## config.mk

```make
export PLATFORM = sky130hd
export DESIGN_NAME = data_mem_arbiter_flat
export DESIGN_NICKNAME = d
export VERILOG_FILES = /design/src/rtl/data_mem_arbiter_if.sv /design/src/rtl/data_mem_arbiter.sv /design/src/flat_wrapper.sv
export SDC_FILE = /design/constraint.sdc
export NUM_CORES = 1
export LEC_CHECK = 0
export BUFFER_PORTS_ARGS = -buffer_cell sky130_fd_sc_hd__buf_2
export CORE_ASPECT_RATIO = 1.4
export CORE_MARGIN = 3
export CORE_UTILIZATION = 25
export CTS_CLUSTER_SIZE = 8
export DETAILED_ROUTE_END_ITERATION = 10
export GPL_TIMING_DRIVEN = 0
export SLEW_MARGIN = 20
export SYNTH_ARGS = -nofsm -noshare
export SYNTH_HDL_FRONTEND = slang
export SYNTH_SLANG_ARGS = --single-unit
```

## constraint.sdc

```tcl
create_clock -name clk -period 3.8 [get_ports clk]
set_input_delay 0.19 -clock clk [delete_from_list [all_inputs] [get_ports clk]]
set_output_delay 0.19 -clock clk [all_outputs]
set_load 0.02 [all_outputs]
```

## src/rtl/data_mem_arbiter_if.sv

```systemverilog
// Bundle of the two requester ports and the shared data-memory bus.
// The slave modport is the arbiter's view. The master modport is the view of
// whatever drives the requests and supplies memory read data.
interface data_mem_arbiter_if #(
    parameter int ADDR_W = 8,
    parameter int DATA_W = 8
);
    logic              a_req;
    logic              a_we;
    logic [ADDR_W-1:0] a_addr;
    logic [DATA_W-1:0] a_wdata;
    logic              a_ack;
    logic              a_err;
    logic [DATA_W-1:0] a_rdata;

    logic              b_req;
    logic              b_we;
    logic [ADDR_W-1:0] b_addr;
    logic [DATA_W-1:0] b_wdata;
    logic              b_ack;
    logic              b_err;
    logic [DATA_W-1:0] b_rdata;

    logic [ADDR_W-1:0] Address;
    logic [DATA_W-1:0] WriteData;
    logic              MemRead;
    logic              MemWrite;
    logic [DATA_W-1:0] ReadData;

    modport slave (
        input  a_req, a_we, a_addr, a_wdata,
        output a_ack, a_err, a_rdata,
        input  b_req, b_we, b_addr, b_wdata,
        output b_ack, b_err, b_rdata,
        output Address, WriteData, MemRead, MemWrite,
        input  ReadData
    );

    modport master (
        output a_req, a_we, a_addr, a_wdata,
        input  a_ack, a_err, a_rdata,
        output b_req, b_we, b_addr, b_wdata,
        input  b_ack, b_err, b_rdata,
        input  Address, WriteData, MemRead, MemWrite,
        output ReadData
    );
endinterface

```

## src/rtl/data_mem_arbiter.sv

```systemverilog
// Round-robin arbiter and access sequencer for the shared data memory.
// Port A is the CPU load/store unit and port B is the debug/DMA loader.
//
//   state    | meaning
//   ---------+----------------------------------------------------------
//   S_IDLE   | wait for a request; latch the winner's id, we, addr, wdata
//   S_ACCESS | drive the memory strobes for one cycle; capture read data
//   S_ACK    | pulse the winner's ack (with err); record last grant
module data_mem_arbiter #(
    parameter int ADDR_W = 8,
    parameter int DATA_W = 8,
    parameter int DEPTH  = 32
) (
    input  logic                 clk,
    input  logic                 reset,
    data_mem_arbiter_if.slave    bus
);

    typedef enum logic [1:0] {
        S_IDLE   = 2'd0,
        S_ACCESS = 2'd1,
        S_ACK    = 2'd2
    } state_t;

    state_t            state;
    state_t            state_next;
    logic              load;
    logic              pick_b;

    logic              last_b;
    logic              win_b;
    logic              we_q;
    logic [ADDR_W-1:0] addr_q;
    logic [DATA_W-1:0] wdata_q;
    logic [DATA_W-1:0] a_rdata_q;
    logic [DATA_W-1:0] b_rdata_q;
    logic              in_range;
    logic [DATA_W-1:0] rd_val;

    // The extra bit keeps the compare correct even when DEPTH == 2**ADDR_W.
    assign in_range = ({1'b0, addr_q} < (ADDR_W + 1)'(DEPTH));
    assign rd_val   = in_range ? bus.ReadData : '0;

    // Next-state logic and arbitration: on a tie, the port not granted last wins.
    always_comb begin
        state_next = state;
        load       = 1'b0;
        pick_b     = 1'b0;
        case (state)
            S_IDLE: begin
                if (bus.a_req || bus.b_req) begin
                    load       = 1'b1;
                    pick_b     = bus.b_req && (!bus.a_req || !last_b);
                    state_next = S_ACCESS;
                end
            end
            S_ACCESS: state_next = S_ACK;
            S_ACK:    state_next = S_IDLE;
            default:  state_next = S_IDLE;
        endcase
    end

    // State register.
    always_ff @(posedge clk) begin
        if (reset) begin
            state <= S_IDLE;
        end else begin
            state <= state_next;
        end
    end

    // Latched request, grant history and per-port read data registers.
    always_ff @(posedge clk) begin
        if (reset) begin
            last_b    <= 1'b1;
            win_b     <= 1'b0;
            we_q      <= 1'b0;
            addr_q    <= '0;
            wdata_q   <= '0;
            a_rdata_q <= '0;
            b_rdata_q <= '0;
        end else begin
            if (load) begin
                win_b   <= pick_b;
                we_q    <= pick_b ? bus.b_we    : bus.a_we;
                addr_q  <= pick_b ? bus.b_addr  : bus.a_addr;
                wdata_q <= pick_b ? bus.b_wdata : bus.a_wdata;
            end
            if (state == S_ACCESS && !we_q) begin
                if (win_b) begin
                    b_rdata_q <= rd_val;
                end else begin
                    a_rdata_q <= rd_val;
                end
            end
            if (state == S_ACK) begin
                last_b <= win_b;
            end
        end
    end

    // Memory side. The strobes are gated by reset so that a write sitting in
    // S_ACCESS when reset arrives never reaches the array.
    assign bus.Address   = addr_q;
    assign bus.WriteData = wdata_q;
    assign bus.MemWrite  = (state == S_ACCESS) &&  we_q && in_range && !reset;
    assign bus.MemRead   = (state == S_ACCESS) && !we_q && in_range && !reset;

    // Requester side. A transaction interrupted by reset is dropped without an ack.
    assign bus.a_ack   = (state == S_ACK) && !win_b && !reset;
    assign bus.b_ack   = (state == S_ACK) &&  win_b && !reset;
    assign bus.a_err   = bus.a_ack && !in_range;
    assign bus.b_err   = bus.b_ack && !in_range;
    assign bus.a_rdata = a_rdata_q;
    assign bus.b_rdata = b_rdata_q;

endmodule

```

## src/flat_wrapper.sv

```systemverilog
// flat-port wrapper written by rule: the top's interface ports become plain ports
module data_mem_arbiter_flat 
#(
    parameter int ADDR_W = 8,
    parameter int DATA_W = 8,
    parameter int DEPTH  = 32
)
  (clk, reset, bus_a_req, bus_a_we, bus_a_addr, bus_a_wdata, bus_a_ack, bus_a_err, bus_a_rdata, bus_b_req, bus_b_we, bus_b_addr, bus_b_wdata, bus_b_ack, bus_b_err, bus_b_rdata, bus_Address, bus_WriteData, bus_MemRead, bus_MemWrite, bus_ReadData);
  data_mem_arbiter_if #(.ADDR_W(ADDR_W), .DATA_W(DATA_W)) bus_i ();
  input  logic clk;
  input  logic reset;
  input wire logic [$bits(bus_i.a_req)-1:0] bus_a_req;
  input wire logic [$bits(bus_i.a_we)-1:0] bus_a_we;
  input wire logic [$bits(bus_i.a_addr)-1:0] bus_a_addr;
  input wire logic [$bits(bus_i.a_wdata)-1:0] bus_a_wdata;
  output wire logic [$bits(bus_i.a_ack)-1:0] bus_a_ack;
  output wire logic [$bits(bus_i.a_err)-1:0] bus_a_err;
  output wire logic [$bits(bus_i.a_rdata)-1:0] bus_a_rdata;
  input wire logic [$bits(bus_i.b_req)-1:0] bus_b_req;
  input wire logic [$bits(bus_i.b_we)-1:0] bus_b_we;
  input wire logic [$bits(bus_i.b_addr)-1:0] bus_b_addr;
  input wire logic [$bits(bus_i.b_wdata)-1:0] bus_b_wdata;
  output wire logic [$bits(bus_i.b_ack)-1:0] bus_b_ack;
  output wire logic [$bits(bus_i.b_err)-1:0] bus_b_err;
  output wire logic [$bits(bus_i.b_rdata)-1:0] bus_b_rdata;
  output wire logic [$bits(bus_i.Address)-1:0] bus_Address;
  output wire logic [$bits(bus_i.WriteData)-1:0] bus_WriteData;
  output wire logic [$bits(bus_i.MemRead)-1:0] bus_MemRead;
  output wire logic [$bits(bus_i.MemWrite)-1:0] bus_MemWrite;
  input wire logic [$bits(bus_i.ReadData)-1:0] bus_ReadData;
  assign bus_i.a_req = bus_a_req;
  assign bus_i.a_we = bus_a_we;
  assign bus_i.a_addr = bus_a_addr;
  assign bus_i.a_wdata = bus_a_wdata;
  assign bus_a_ack = bus_i.a_ack;
  assign bus_a_err = bus_i.a_err;
  assign bus_a_rdata = bus_i.a_rdata;
  assign bus_i.b_req = bus_b_req;
  assign bus_i.b_we = bus_b_we;
  assign bus_i.b_addr = bus_b_addr;
  assign bus_i.b_wdata = bus_b_wdata;
  assign bus_b_ack = bus_i.b_ack;
  assign bus_b_err = bus_i.b_err;
  assign bus_b_rdata = bus_i.b_rdata;
  assign bus_Address = bus_i.Address;
  assign bus_WriteData = bus_i.WriteData;
  assign bus_MemRead = bus_i.MemRead;
  assign bus_MemWrite = bus_i.MemWrite;
  assign bus_i.ReadData = bus_ReadData;
  data_mem_arbiter #(.ADDR_W(ADDR_W), .DATA_W(DATA_W), .DEPTH(DEPTH)) u_core (.clk(clk), .reset(reset), .bus(bus_i));
endmodule
```

== Word level (Yosys, flattened, before mapping) ==
Index checks and enable logic that the tools add are counted.
Word-level totals
  register bits: 37
Cells by class
  multiplexer cells: 10
  magnitude comparators: 1
  reductions and logical operators: 24
  equal/unequal tests: 3
  bitwise operators: 1
Operator list (number)
  $mux W8: 3
  $logic_and A1 B1 Y1: 13
  $lt A8 B6 Y1 const B: 1
  $logic_not A1 Y1: 6
  $mux W1: 5
  $pmux W2 S2: 1
  $reduce_and A2 Y1: 2
  $eq A2 B1 Y1 const B: 1
  $eq A2 B2 Y1 const B: 1
  $logic_not A2 Y1: 1
  $logic_or A1 B1 Y1: 2
  $mux W2: 1
  $ne A2 B1 Y1 const B: 1
  $not A1 Y1: 1

== Logic depth before layout (Yosys ltp) ==
Gate-level depths: netlist (run 1).
  depth in word-level cells: 6
  depth in mapped cells: 6
  depth with buffers taken out: 3

== Worst setup path after synthesis (run 1) ==
Ideal clock, no wire load.
  path type: reg-to-output
  from: register u_core.state[1]
  to: output bus_b_err
  slack: 2010 ps
  arrival: 1600 ps
  path buffers: 1
  stages on the path, launching flop included: 5
  data required time: 3610 ps
  cell sequence: dfxtp_1 buf_2 nand2b_1 nor3b_1 nor2b_1
On the way
  word-level cells in the longest chain between the ends: 4
Ends and longest elaborated chain
  start: declaration: line data_mem_arbiter.sv:25  | state_t state;
  start signal: assignment: line data_mem_arbiter.sv:68  | state <= state_next;
  $eq A2 B2 Y1: line data_mem_arbiter.sv:111  | assign bus.b_ack = (state == S_ACK) && win_b && !reset;
  $logic_and A1 B1 Y1 (2 in a row): line data_mem_arbiter.sv:111
  named net bus_b_ack: line flat_wrapper.sv:23  | output wire logic [$bits(bus_i.b_ack)-1:0] bus_b_ack;
  $logic_and A1 B1 Y1: line data_mem_arbiter.sv:113  | assign bus.b_err = bus.b_ack && !in_range;
  end: declaration: line flat_wrapper.sv:24  | output wire logic [$bits(bus_i.b_err)-1:0] bus_b_err;
The timed path passes the listed nets, and every way through them passes these cells.

== Final worst setup path (run 1) ==
  from: register u_core.addr_q[7], in the netlist u_core.bus.Address[7]
  to: output bus_MemRead
On the way
  word-level cells in the longest chain between the ends: 3
Ends and longest elaborated chain
  start: declaration: line data_mem_arbiter.sv:33  | logic [ADDR_W-1:0] addr_q;
  start signal: assignment: line data_mem_arbiter.sv:86  | addr_q <= pick_b ? bus.b_addr : bus.a_addr;
  $lt A8 B6 Y1: line data_mem_arbiter.sv:41  | assign in_range = ({1'b0, addr_q} < (ADDR_W + 1)'(DEPTH));
  $logic_and A1 B1 Y1 (2 in a row): line data_mem_arbiter.sv:107  | assign bus.MemRead = (state == S_ACCESS) && !we_q && in_range && !reset;
  end: declaration: line flat_wrapper.sv:28  | output wire logic [$bits(bus_i.MemRead)-1:0] bus_MemRead;
No other way between the ends.

==> results of run 1 <==
state kept, by name, indices dropped and copies added, names as in the netlist:
| name | count |
|---|---|
| u_core.bus.b_rdata | 8 |
| u_core.bus.Address | 8 |
| u_core.last_b | 1 |
| u_core.we_q | 1 |
| u_core.win_b | 1 |
| u_core.state | 2 |
| u_core.bus.WriteData | 8 |
| u_core.bus.a_rdata | 8 |
cell usage after synthesis, drive strengths merged:
| master | n |
|---|---|
| nand3 | 17 |
| nor4bb | 1 |
| nor4 | 1 |
| or2 | 1 |
| a21oi | 34 |
| nand4 | 17 |
| nor2 | 2 |
| nor2b | 2 |
| a311oi | 17 |
| and2 | 1 |
| mux2i | 1 |
| o21ai | 17 |
| a211o | 1 |
| nand2 | 18 |
| and3 | 1 |
| a21bo | 1 |
| clkbuf | 9 |
| or4b | 1 |
| inv | 1 |
| nand2b | 2 |
| nand4bb | 1 |
| dfxtp | 37 |
| buf | 14 |
| nor4b | 1 |
| nor3b | 2 |
| nor3 | 2 |
path summary, 6_finish.rpt:
path                                               end  cells past startpoint                          startpoint  slack [ns]
hold / removal            u_core.state[1]$_SDFFE_PP0P_                      2                               reset        0.14
setup / recovery                           bus_MemRead                      5  u_core.bus.Address[7]$_SDFFE_PP0P_        1.88
hold reg to reg     u_core.bus.a_rdata[6]$_SDFFE_PP0P_                      2  u_core.bus.a_rdata[6]$_SDFFE_PP0P_        0.45
setup reg to reg  u_core.bus.WriteData[6]$_SDFFE_PP0P_                      4          u_core.last_b$_SDFFE_PP1N_        2.20
per-layer routing:
layer	global-route usage, %	part of all wire [%]
met1	16.7	44
met2	24.1	50
met3	3.25	6.0
met4	4.02	0.22
met5	0	0
metrics by stage:
step / instances / hold slack, ns
3_5_place_dp: 377 / 0.428
2_1_floorplan: 202 / 0.285
6_report: 385 / 0.138
4_1_cts: 385 / 0.122
3_3_place_gp: 377 / 0.421
5_1_grt: 385 / 0.137
area by class of cell:
| type | instances | area share [%] |
|---|---|---|
| repair buffers | 83 | 17.4 |
| clock inverters | 1 | 0.209 |
| plain buffers | 23 | 5.18 |
| multi-input cells | 141 | 37.3 |
| inverters | 1 | 0.157 |
| flip-flops and latches | 37 | 30.9 |
| clock buffers | 7 | 4.03 |
| well taps | 92 | 4.81 |
layout by cell type (no fill, tap or decap), types with 2 or more instances in the layout:
cell,n
nor3_1,2
nor3b_1,2
dfxtp_1,37
a311oi_1,8
clkbuf_8,7
a311oi_2,9
nand2b_1,2
o21ai_1,2
clkbuf_1,9
nand4_1,17
a21oi_1,34
o21ai_0,15
buf_1,3
buf_4,2
buf_2,89
nor2b_1,2
nand3_1,17
buf_6,3
nand2_1,18
power by group:
group          leakage, nW  switching, W  internal (W)
Clock               0.0542      0.000136      0.000164
Combinational        0.634      0.000156     0.0000937
Sequential           0.303     0.0000197      0.000417
cell families after synthesis:
kind of cell	synth area share (%)
buf+inv	7.24
flops	42.0
simple gates	22.9
compound gates	27.2
mux	0.568
==> results.ini, run 1 <==
[run_status]
outcome=complete, no violations

[worst_setup_path]
worstSetupEndpointType=output port
crit_fanout=10
crit_required_ns=3.61
critPathKind=flip-flop to output port
critical_path_arrival_ns=1.73
cp_cell_sequence=nor3_1, clkbuf_1, nand2_1, nor2_1, buf_2
cp-start-kind=flip-flop
critPathBufInv=2
slowest_delay_ns=0.44
cpLargestDelayFamily=buffers and inverters
slowest_stage=clkbuf_1

[pwr]
peakVddDrop_mv=0.158
leakage_nw=0.991
power_density_nw_per_um2=412
total_power_w=0.000986

[place]
gp_congestion=0.777
portBuffers=83
place_ws_ns=2.17
hpwl_um=4170
placed_cell_area_um2=2290

[drt]
drtAntennaViolNets=0
wirelength_um=5570
drc_errors=0
vias=1882
vias_per_cell=4.89
wire_per_inst_um=14.5
first_iter_violations=50
drtPass1Iterations=4

[floorplanning]
io-pin-count=84
fp.coreArea_um2=6700
die_y_um=105
initial_utilization_pct=26.3
placementRows=35
dieWidth_um=76.9
dieArea_um2=8100

[sta]
max-slew-margin-rel_pct=54.6
hold_viol=0
finClkSkew_ns=0.00857
setup_ws_ns=1.88
worst_pin_slew_ns=0.681
timing.fmax_mhz=522
slew_viol_final=0
setup_tns_ns=0
fin_crit_sh_pct=50.4
period_needed_ns=1.92
setup_viol=0
grt_setup_unrepaired=false

[clock_network]
clockBufferDepth=2
path_clk_slew_ns=0.08
cts.sinks=37
cts_hold_buffers=0
post_cts_buffers=0
cts_resized=0
root_buffer=clkbuf_8
cts_tree=built
htree_num_levels=2
insertion_delay_ns=0.29
numCtsBuffers=5

[logic_synthesis]
synth_area_leader_cell=dfxtp_1
netlist_instances=202
ys.warnings.count=0
synth_area_per_cell_um2=8.72
synth.area.top_cells=dfxtp_1 42%, a21oi_1 9.7%, a311oi_2 7.7%
ys_seq_area_share_pct=42.0
netlist.area_leader.share_pct=42.0
synth.distinct_cells=32
synth_nets=248
synth_seq_cells=37
synth_area_um2=1760

[global_routing]
gr-total-overflow=0
grt_pass1_vias=1851
grt_usage_pct=13.8
grt_first_pass_wirelength_um=9080
grt_max_degree=12
grt_antenna_before_repair=0

[layout]
antenna_cells=0
regArea_um2=741
fin_util_pct=35.7
final_area_um2=2390
final_nets=338
fillCellCount=736
area_growth_syn_to_layout_pct=35.9
drive_gt1_share_pct=39.2
multi_input_area_um2=893

[min_path]
hold_path.class=input port to flip-flop

[flow_run]
drv_cap=0

(Power assumes the default switching activity.)
==> run 2: changes to the inputs <==
--- a/config.mk
+++ b/config.mk
@@ -5,6 +5,7 @@
 export SDC_FILE = /design/constraint.sdc
 export NUM_CORES = 1
 export LEC_CHECK = 0
+export ABC_AREA = 1
 export BUFFER_PORTS_ARGS = -buffer_cell sky130_fd_sc_hd__buf_2
 export CORE_ASPECT_RATIO = 1.4
 export CORE_MARGIN = 3
==> constraint.sdc (replaced) <==
create_clock -name clk -period 1.5 [get_ports clk]
set_input_delay 0.075 -clock clk [delete_from_list [all_inputs] [get_ports clk]]
set_output_delay 0.075 -clock clk [all_outputs]
set_load 0.02 [all_outputs]
==> results.ini, run 2 <==
[run_status]
outcome=complete, no violations

[place]
hpwl_um=3940  ; -5.5%
portBuffers=81  ; -2.4%
gp_congestion=0.749  ; -3.5%
place_ws_ns=0.0152  ; -2.15 ns

[sta]
grt_setup_unrepaired=false
fin_crit_sh_pct=92.6
setup_tns_ns=0  ; unchanged
setup_viol=0  ; unchanged
worst_pin_slew_ns=0.506  ; -0.175 ns
setup_ws_ns=0.111  ; -1.77 ns
finClkSkew_ns=0.00419  ; -0.00438 ns
hold_viol=0  ; unchanged
period_needed_ns=1.39
slew_viol_final=0  ; unchanged
max-slew-margin-rel_pct=66.3  ; +12 points
timing.fmax_mhz=720

[worst_setup_path]
slowest_stage=dfxtp_2
cpLargestDelayFamily=simple AND/OR/NAND/NOR gates
crit_required_ns=1.42  ; -2.19 ns
critical_path_arrival_ns=1.31  ; -0.42 ns
cp-start-kind=flip-flop
critPathKind=flip-flop to output port
worstSetupEndpointType=output port
cp_cell_sequence=inv_1, nand3_4, inv_2, nor4_4, buf_4
crit_fanout=4  ; -6
slowest_delay_ns=0.33  ; -0.11 ns
critPathBufInv=3  ; +1

[clock_network]
htree_num_levels=2  ; unchanged
insertion_delay_ns=0.28  ; about the same
cts_tree=built
numCtsBuffers=5  ; unchanged
clockBufferDepth=2  ; unchanged
path_clk_slew_ns=0.07  ; about the same
cts_hold_buffers=0  ; unchanged
root_buffer=clkbuf_8
cts.sinks=37  ; unchanged

[drt]
vias=1946  ; +3.4%
vias_per_cell=4.36  ; -11%
wirelength_um=5290  ; -4.9%
drtAntennaViolNets=0  ; unchanged
drtPass1Iterations=4  ; unchanged
wire_per_inst_um=11.9  ; -18%
first_iter_violations=101  ; +100%
drc_errors=0  ; unchanged

[global_routing]
grt_pass1_vias=1731  ; -6.5%
grt_usage_pct=12.8  ; -1.0 points
grt_antenna_before_repair=0  ; unchanged
grt_first_pass_wirelength_um=8360  ; -7.9%
gr-total-overflow=0  ; unchanged
grt_max_degree=12  ; unchanged

[layout]
drive_gt1_share_pct=32.2  ; -7.0 points
area_growth_syn_to_layout_pct=38.5
antenna_cells=0  ; unchanged
layout_common_cells=84 x buf_2, 48 x inv_1, 40 x nor2_1
final_nets=399  ; +18%
regArea_um2=744  ; +0.51%
final_common_cell=buf_2
multi_input_area_um2=815  ; -8.8%
fillCellCount=747  ; +1.5%

[floorplanning]
die_y_um=105  ; +0.13%
dieArea_um2=8130  ; +0.26%
fp.coreArea_um2=6700  ; unchanged
placementRows=35  ; unchanged
io-pin-count=84  ; unchanged
dieWidth_um=77.0  ; +0.13%
initial_utilization_pct=26.4  ; +0.075 points

[min_path]
hold_path.class=input port to flip-flop

[logic_synthesis]
netlist.area_leader.share_pct=41.9  ; -0.12 points
synth_area_per_cell_um2=6.74  ; -23%
synth_area_um2=1770  ; +0.28%
ys.warnings.count=0  ; unchanged
ys_top_cells_by_count=49 x inv_1, 40 x nand2_1, 40 x nor2_1
synth.area.top_cells=dfxtp_1 42%, inv_1 10%, nand2_1 8.5%
synth_enable_flop_cells=0  ; unchanged
synth_area_leader_cell=dfxtp_1
synthArstFlopShare_pct=0  ; unchanged
ys_seq_area_share_pct=41.9  ; -0.12 points
yosysMostFrequentCell=inv_1
synth_nets=308  ; +24%
netlist_instances=262  ; +30%
synth-main-ff-cell=dfxtp_1
synth_seq_cells=37  ; unchanged
synth.distinct_cells=20  ; -38%

[flow_run]
drv_cap=0  ; unchanged

[pwr]
power_density_nw_per_um2=1010  ; +150%
peakVddDrop_mv=0.403  ; +160%
leakage_nw=1.36  ; +37%

## run 2: tightest hold or removal path, stage by stage
cell and delay (ns):
buf_2 0.07, nand2_1 0.04, nand3_1 0.05, nand2_1 0.05, inv_1 0.04
## run 2: routing by layer
metal | vias to the layer above | track usage (%) | wire [µm]
met2 | 67 | 21.4 | 2560
li1 | 1007 | - | -
met1 | 870 | 16.1 | 2360
met5 | - | 0 | 0
met3 | 2 | 3.76 | 352
met4 | 0 | 3.05 | 19
## run 2: what timing repair did
| action | in CTS | in global routing |
|---|---|---|
| pin swaps | 0 | 3 |
| resized for setup | 4 | 10 |
| setup buffers | 0 | 3 |
| setup endpoints to repair | 6 | 11 |
## run 2: worst paths after layout
path / from / endpoint / slack, ns / cells past startpoint
max: u_core.bus.Address[7]$_SDFFE_PP0P_ / bus_b_err / 0.11 / 5
min: bus_a_addr[3] / u_core.bus.Address[3]$_SDFFE_PP0P_ / 0.07 / 5
max reg2reg: u_core.state[0]$_SDFFE_PP0P_ / u_core.bus.Address[5]$_SDFFE_PP0P_ / 0.15 / 7
min reg2reg: u_core.bus.b_rdata[4]$_SDFFE_PP0P_ / u_core.bus.b_rdata[4]$_SDFFE_PP0P_ / 0.49 / 2
## run 2: power by group
group	switching [W]	internal (W)
clock network	0.000341	0.000322
registers	0.0000483	0.00107
logic	0.000437	0.000253
## run 2: cell families (layout without fill, tap and decap cells)
logic type | after synthesis | count (layout) | share of synthesized area, %
DFF | 37 | 37 | 41.9
buffers and inverters | 62 | 154 | 14.6
AOI/OAI and AO/OA | 35 | 35 | 10.1
and+or+nand+nor | 128 | 128 | 33.4
## run 2: final cells by class
type                            count  area share (%)
Multi-Input combinational cell    163            33.3
Sequential cell                    37            30.4
Timing Repair Buffer               84            17.7
Inverter                           50            7.67
Tap cell                           92            4.70
Clock buffer                        6            2.97
Buffer                             12            2.86
Clock inverter                      2           0.409
## run 2: per-stage QoR
step                      util (%)  instances  hold slack (ns)  total power [W]  area [µm²]
after floorplan                  -        262            0.266          0.00156        1770
after global placement        34.1        435            0.359          0.00178        2290
after detailed placement      34.1        435            0.361          0.00179        2290
after CTS                     35.8        443           0.0577          0.00249        2400
after global routing          36.5        446           0.0834          0.00265        2450
final                         36.5        446           0.0733          0.00247        2450
